===== src/rtl/prog_loader.sv =====
// Boot loader: receives a framed program image over a byte stream, writes it into
// instruction memory while holding the core in reset, then releases and starts the core.
module prog_loader #(
  parameter int          ADDRESS_BITS = 20,
  parameter int          DATA_WIDTH   = 32,
  parameter logic [7:0]  HEADER       = 8'hA5
) (
  input  logic                    clock,
  input  logic                    reset,
  input  logic                    rx_valid,
  input  logic [7:0]              rx_data,
  output logic                    rx_ready,
  output logic                    imem_we,
  output logic [ADDRESS_BITS-1:0] imem_addr,
  output logic [DATA_WIDTH-1:0]   imem_wdata,
  output logic                    core_reset,
  output logic                    start,
  output logic [ADDRESS_BITS-1:0] prog_address,
  output logic                    busy,
  output logic                    error,
  output logic [2:0]              dbg_state
);

  // Handshake: a byte transfers on a rising clock edge where rx_valid && rx_ready;
  // rx_ready depends only on the state, never on rx_valid.

  typedef enum logic [2:0] {
    IDLE  = 3'd0,
    ADDR  = 3'd1,
    COUNT = 3'd2,
    DATA  = 3'd3,
    CHECK = 3'd4,
    START = 3'd5,
    RUN   = 3'd6
  } state_t;

  state_t                  state, state_d;
  logic                    acc;
  logic                    hdr;
  logic [1:0]              byte_cnt;
  logic [23:0]             addr_sh;
  logic [7:0]              count_lo;
  logic [15:0]             words_left;
  logic [23:0]             word_sh;
  logic [7:0]              xor_acc;
  logic [ADDRESS_BITS-1:0] base_addr;
  logic [ADDRESS_BITS-1:0] cur_addr;
  logic [31:0]             addr_full;
  logic [15:0]             count_full;

  assign acc        = rx_valid && rx_ready;
  assign hdr        = (rx_data == HEADER);
  assign addr_full  = {rx_data, addr_sh};
  assign count_full = {rx_data, count_lo};

  assign rx_ready   = (state != START);
  assign core_reset = !((state == START) || (state == RUN));
  assign start      = (state == START);
  assign busy       = (state == ADDR) || (state == COUNT) || (state == DATA) || (state == CHECK);
  assign dbg_state  = state;

  always_ff @(posedge clock or posedge reset) begin
    if (reset) state <= IDLE;
    else       state <= state_d;
  end

  always_comb begin
    state_d = state;
    unique case (state)
      IDLE:    if (acc && hdr) state_d = ADDR;
      ADDR:    if (acc && byte_cnt == 2'd3) state_d = COUNT;
      COUNT:   if (acc && byte_cnt == 2'd1) state_d = (count_full == 16'd0) ? CHECK : DATA;
      DATA:    if (acc && byte_cnt == 2'd3 && words_left == 16'd1) state_d = CHECK;
      CHECK:   if (acc) state_d = (rx_data == xor_acc) ? START : IDLE;
      START:   state_d = RUN;
      RUN:     if (acc && hdr) state_d = ADDR;
      default: state_d = IDLE;
    endcase
  end

  always_ff @(posedge clock or posedge reset) begin
    if (reset) begin
      byte_cnt     <= '0;
      addr_sh      <= '0;
      count_lo     <= '0;
      words_left   <= '0;
      word_sh      <= '0;
      xor_acc      <= '0;
      base_addr    <= '0;
      cur_addr     <= '0;
      imem_we      <= 1'b0;
      imem_addr    <= '0;
      imem_wdata   <= '0;
      prog_address <= '0;
      error        <= 1'b0;
    end else begin
      imem_we <= 1'b0;
      if (acc) begin
        unique case (state)
          IDLE, RUN: if (hdr) begin
            error    <= 1'b0;
            xor_acc  <= '0;
            byte_cnt <= '0;
          end
          ADDR: begin
            addr_sh  <= addr_full[31:8];
            byte_cnt <= byte_cnt + 2'd1;
            // Upper address bits are dropped and the base is forced word-aligned.
            if (byte_cnt == 2'd3) begin
              base_addr <= {addr_full[ADDRESS_BITS-1:2], 2'b00};
              cur_addr  <= {addr_full[ADDRESS_BITS-1:2], 2'b00};
            end
          end
          COUNT: begin
            count_lo <= rx_data;
            if (byte_cnt == 2'd1) begin
              words_left <= count_full;
              byte_cnt   <= '0;
            end else begin
              byte_cnt <= byte_cnt + 2'd1;
            end
          end
          DATA: begin
            word_sh  <= {rx_data, word_sh[23:8]};
            xor_acc  <= xor_acc ^ rx_data;
            byte_cnt <= byte_cnt + 2'd1;
            if (byte_cnt == 2'd3) begin
              imem_we    <= 1'b1;
              imem_addr  <= cur_addr;
              imem_wdata <= {rx_data, word_sh};
              cur_addr   <= cur_addr + ADDRESS_BITS'(4);
              words_left <= words_left - 16'd1;
            end
          end
          CHECK: begin
            if (rx_data == xor_acc) prog_address <= base_addr;
            else                    error        <= 1'b1;
          end
          default: ;
        endcase
      end
    end
  end

endmodule


===== config.mk =====
export PLATFORM = sky130hd
export DESIGN_NAME = prog_loader
export DESIGN_NICKNAME = d
export VERILOG_FILES = /design/src/rtl/prog_loader.sv
export SDC_FILE = /design/constraint.sdc
export NUM_CORES = 1
export LEC_CHECK = 0
export CAP_MARGIN = 20
export CORE_UTILIZATION = 30
export DETAILED_ROUTE_END_ITERATION = 10
export HOLD_SLACK_MARGIN = 0.02
export PLACE_DENSITY = 0.47
export REMOVE_ABC_BUFFERS = 1
export SETUP_SLACK_MARGIN = 0.2
export SKIP_CTS_REPAIR_TIMING = 1
export SLEW_MARGIN = 30
export SYNTH_ARGS = -nofsm -noshare
export SYNTH_HDL_FRONTEND = slang
export SYNTH_SLANG_ARGS = --single-unit

===== constraint.sdc =====
create_clock -name clock -period 7 [get_ports clock]
set_input_delay 0.7 -clock clock [delete_from_list [all_inputs] [get_ports clock]]
set_output_delay 0.7 -clock clock [all_outputs]
set_load 0.01 [all_outputs]

Word level (Yosys, flattened, before mapping)

Index checks and enable logic that the tools add are counted.

Add/sub/neg operators: 3
Equal/unequal tests: 22
Mux-type cells: 25
Bitwise operators: 1
Reduce and logical (&&, ||, !) cells: 31

Operators by type and width:

| operator                                               | count |
|---|---|
| two-way mux 20 bit                                     | 2 |
| case mux 20 bit (2 select lines)                       | 1 |
| two-way mux 16 bit                                     | 2 |
| case mux 16 bit (2 select lines)                       | 1 |
| two-way mux 3 bit                                      | 7 |
| adder 20 x 3 -> 20 bit (second input constant)         | 1 |
| case mux 3 bit (6 select lines)                        | 1 |
| equality test 16 x 1 -> 1 bit (second input constant)  | 1 |
| zero test 16 bit                                       | 1 |
| inequality test 2 x 1 -> 1 bit (second input constant) | 8 |
| case mux 8 bit (2 select lines)                        | 1 |
| subtractor 16 x 1 -> 16 bit (second input constant)    | 1 |
| AND reduction 3 bit                                    | 5 |
| AND reduction 4 bit                                    | 3 |
| equality test 3 bit (second input constant)            | 3 |
| equality test 8 bit                                    | 1 |
| equality test 8 bit (second input constant)            | 1 |
| two-way mux 8 bit                                      | 1 |
| nonzero test 2 bit                                     | 4 |
| bitwise XOR 8 bit                                      | 1 |
| equality test 3 x 2 -> 1 bit (second input constant)   | 2 |
| case mux 2 bit (3 select lines)                        | 1 |
| AND reduction 2 bit                                    | 3 |
| logical AND 1 bit                                      | 5 |
| other kinds (15)                                       | 25 |

Bits in registers: 195
Input bits: 11
Output and inout port bits: 81
Logic and storage cells: 96

Logic depth before layout (Yosys ltp)

Depth after elaboration: 6
Depth in mapped cells: 8
Depth with buffers taken out: 7

Least setup slack after synthesis

No wires, ideal clock.

Kind: input -> register
From: input port rx_data[4]
To: register prog_address[10]
Setup time: 0.127 ns
Arrival time: 2.123 ns
Required time: 6.873 ns
Path slack: 4.749 ns
Stages: 7
Buffers on the path: 2
Path through: buf_2 -> xor2_1 -> nor3_2 -> nand4_1 -> nor2_4 -> buf_6 -> mux2_1

Word-level cells in the longest chain between the ends: 2

Ends and longest elaborated chain:

| what                          | line | source |
|---|---|---|
| start, declared               | 11   | `input logic [7:0] rx_data,` |
| equality test 8 bit           | 136  | `if (rx_data == xor_acc) prog_address <= base_addr;` |
| AND reduction 3 bit (no line) | n/a  |  |
| end signal, assigned          | 136  |  |
| end, declared                 | 18   | `output logic [ADDRESS_BITS-1:0] prog_address,` |

No other way between the ends.
A chain may end at the register's enable or synchronous reset.

Worst setup path after layout

From: input port rx_valid
To: register imem_wdata[25]

Word-level cells in the longest chain between the ends: 2

Ends and longest elaborated chain:

| what                          | line | source |
|---|---|---|
| start, declared               | 10   | `input logic rx_valid,` |
| logical AND 1 bit             | 51   | `assign acc = rx_valid && rx_ready;` |
| AND reduction 3 bit (no line) | n/a  |  |
| end signal, assigned          | 130  | `imem_wdata <= {rx_data, word_sh};` |
| end, declared                 | 15   | `output logic [DATA_WIDTH-1:0] imem_wdata,` |

No other way between the ends.

==> flow_summary_export.csv <==
group,metric,value,unit
critical_path,path_depth,7,
floorplan,die_x,171,µm
clock_network,clkLatencyLatePin,0.43,ns
critical_path,critical_path.top_delay_family,"buffers and inverters",
critical_path,crit_slowest_cell,"clkdlybuf4s50_1",
synth,postSynthCellCount,755,
layout,syn_to_final_growth,21.6,%
detailed_routing,vias,5822,
detailed_routing,drtPass1Iterations,5,
synth,async_reset_ff_frac,1.00,
critical_path,crit_required,7.31,ns
timing,fin_skew,0.0149,ns
timing,fin_tns_setup,0,ns
timing,post-route-period-util,0.458,
synth,yosysWarnings,0,
detailed_routing,dr.first_iter.drc_count,329,
critical_path,worstPathCellList,"clkdlybuf4s50_1, nand2b_1, nor2_1, buf_4, nand2_2, inv_4, mux2_2",
synth,ys_seq_area_frac,0.553,
critical_path,startpoint_type,"input port",
detailed_routing,drc,0,
floorplan,initial_core_util,0.306,
worst_hold_path,holdPathStages,2,
floorplan,fp.dieH,171,µm
critical_path,cp.arrival,3.52,ns
detailed_routing,wl,20400,µm
status,status,"complete, no violations",
clock_network,clkTransAtPathRegs,0.07,ns
global_route,grt_pass1_wl,33100,µm
pwr,power.leakage,0.00461,µW
timing,setup_viol,0,
global_route,grt_start_max_net_pins,123,
clock_network,cts-root-buf,"clkbuf_16",
global_route,grt_pass1_vias,5719,
global_route,antenna_found_initial,0,
layout,stdcell_area,10400,µm²
detailed_routing,via_per_inst,4.81,
synth,yosysUniqueCellTypes,60,
critical_path,reg2reg_depth,7,
timing,grt_setup_unrepaired,"false",
timing,tightest_slew,0.851,ns
timing,hold_violations,0,
critical_path,rrSetupSlack,4.19,ns
critical_path,reg2reg_from,"dbg_state[0]",
global_route,overflow,0,
synth,ys_ff_latch,189,
detailed_routing,ant_nets,0,
floorplan,io_pins,92,
floorplan,row_count,61,
placed_design,io_buffers,87,
placed_design,placed_area,9720,µm²
clock_network,numCtsBuffers,17,
critical_path,crit_path_end_kind,"flip-flop",
floorplan,core-area,27900,µm²
layout,num-nets-final,839,
timing,fmax,312,MHz
timing,slew_headroom,0.428,
critical_path,cp_slowest_stage_delay,0.96,ns
placed_design,place.gp.congestion,0.795,
synth,synth_edf_count,0,
synth,synth_flop_cell,"dfrtp_1",
placed_design,dp_hpwl,13300,µm
global_route,track_usage,0.148,
layout,n_fill_cell,2823,
run,drv_cap,0,
clock_network,ctsHtreeMaxLevel,4,
clock_network,cts_tree,"done",
pwr,power_density,413,nW/µm²
layout,n_antenna_cell,0,
timing,fin_crit,3.21,ns
timing,slew_viol_final,0,
clock_network,cts_buffer_depth,2,
detailed_routing,wire_per_inst,16.8,µm
pwr,ir_worst_vdd,0.216,mV
critical_path,cp-startpoint,"rx_valid",
critical_path,r2r_end,"xor_acc[1]",
layout,final_util,0.372,
clock_network,clkSinkCount,189,
critical_path,path_class,"in2reg",
layout,seq_area,4730,µm²
layout,final_cell_mix,"dfrtp_1 (189), mux2_2 (104), nand2_1 (96)",
worst_hold_path,hold_path_end,"word_sh[4]",
global_route,globalRouteMet2Util,0.222,
synth,synth_area_per_cell,11.3,µm²
global_route,grtUsageMet1,0.217,
synth,syn_area,8550,µm²
critical_path,crit_path_max_fanout,46,
worst_hold_path,hold_path_class,"reg2reg",
layout,multiInputGateArea,3520,µm²
global_route,grt_use_met3,0.0271,
layout,post_route_cells_drive_above_1_share,0.192,
floorplan,die_area,29200,µm²
global_route,grt_most_used_layer,"met2",
layout,final_common_cell,"dfrtp_1",
critical_path,crit_buf_inv,3,
worst_hold_path,holdCritStartpoint,"word_sh[4]",
## synth_stat cells, drive strengths merged (6+ instances only)
library cell	instances	area [µm²]
mux2	116	1310
nor3b	8	60.1
a21o	9	67.6
ha	6	75.1
xor2	7	61.3
a21oi	49	245
nor3	14	96.4
nor4	7	65.1
clkbuf	21	78.8
o211ai	12	90.1
dfrtp	189	4730
nor2	32	135
inv	15	56.3
o21ai	40	200
buf	29	180
nand3	17	85.1
nand2	98	373
a22oi	6	45.0
o22ai	9	56.3
## where the power goes
| group | leakage [µW] | internal, µW | total [µW] | switching, µW |
|---|---|---|---|---|
| Clock | 0.000314 | 666 | 1090 | 420 |
| Sequential | 0.00244 | 1500 | 1890 | 391 |
| Combinational | 0.00186 | 671 | 1320 | 652 |
## sequential cells by signal (all words and copies together), names as in the netlist, 2 cells and up
name,cells
byte_cnt,2
imem_wdata,32
words_left,16
addr_sh,22
count_lo,8
dbg_state,3
base_addr,18
xor_acc,8
word_sh,24
prog_address,18
cur_addr,18
imem_addr,18
## tightest hold or removal path, cell delays in order, from the launching register on
cell and delay, ns:
dfrtp_1 0.34, nand2_1 0.05, nand2_1 0.05
## routing by layer
| metal | vias up | part of all wire |
|---|---|---|
| li1 | 2806 | - |
| met1 | 2914 | 0.51 |
| met2 | 89 | 0.45 |
| met3 | 13 | 0.028 |
| met4 | 0 | 0.0096 |
| met5 | - | 0 |
## logic make-up (layout without fill, tap and decap cells)
family	count (synthesis)	after routing	share of synthesized area
other cells	1	4	0.000438
flops	189	189	0.553
compound gates	156	156	0.114
mux	117	117	0.154
xor+xnor	7	7	0.00717
buf+inv	65	139	0.0369
simple gates	214	214	0.126
fa+ha+maj	6	6	0.00878
## final cells by class
class	count	area share
multi-input cells	504	0.339
clock buffers	18	0.0413
flip-flops and latches	189	0.455
inverters	15	0.00638
repair buffers	95	0.0918
clock inverters	11	0.0209
well taps	378	0.0455
## worst max path at each step
stage / to / slack [ns]
finish: imem_wdata[25] / 3.79
global route: imem_wdata[25] / 3.52
CTS: base_addr[13] / 3.60
detailed placement: base_addr[13] / 3.16
global placement: imem_wdata[26] / 3.06
floorplan: addr_sh[10] / 1.16
## per-stage QoR
step | power [µW] | std cells | worst slack, ns | hold slack, ns
floorplan | 2660 | 708 | 1.16 | 0.440
global placement | 3230 | 1180 | 3.06 | 0.457
detailed placement | 3250 | 1180 | 3.16 | 0.461
CTS | 4350 | 1209 | 3.60 | 0.479
global route | 4590 | 1210 | 3.52 | 0.501
finish | 4300 | 1210 | 3.79 | 0.472
No activity file was read; power rests on OpenSTA's default activity.
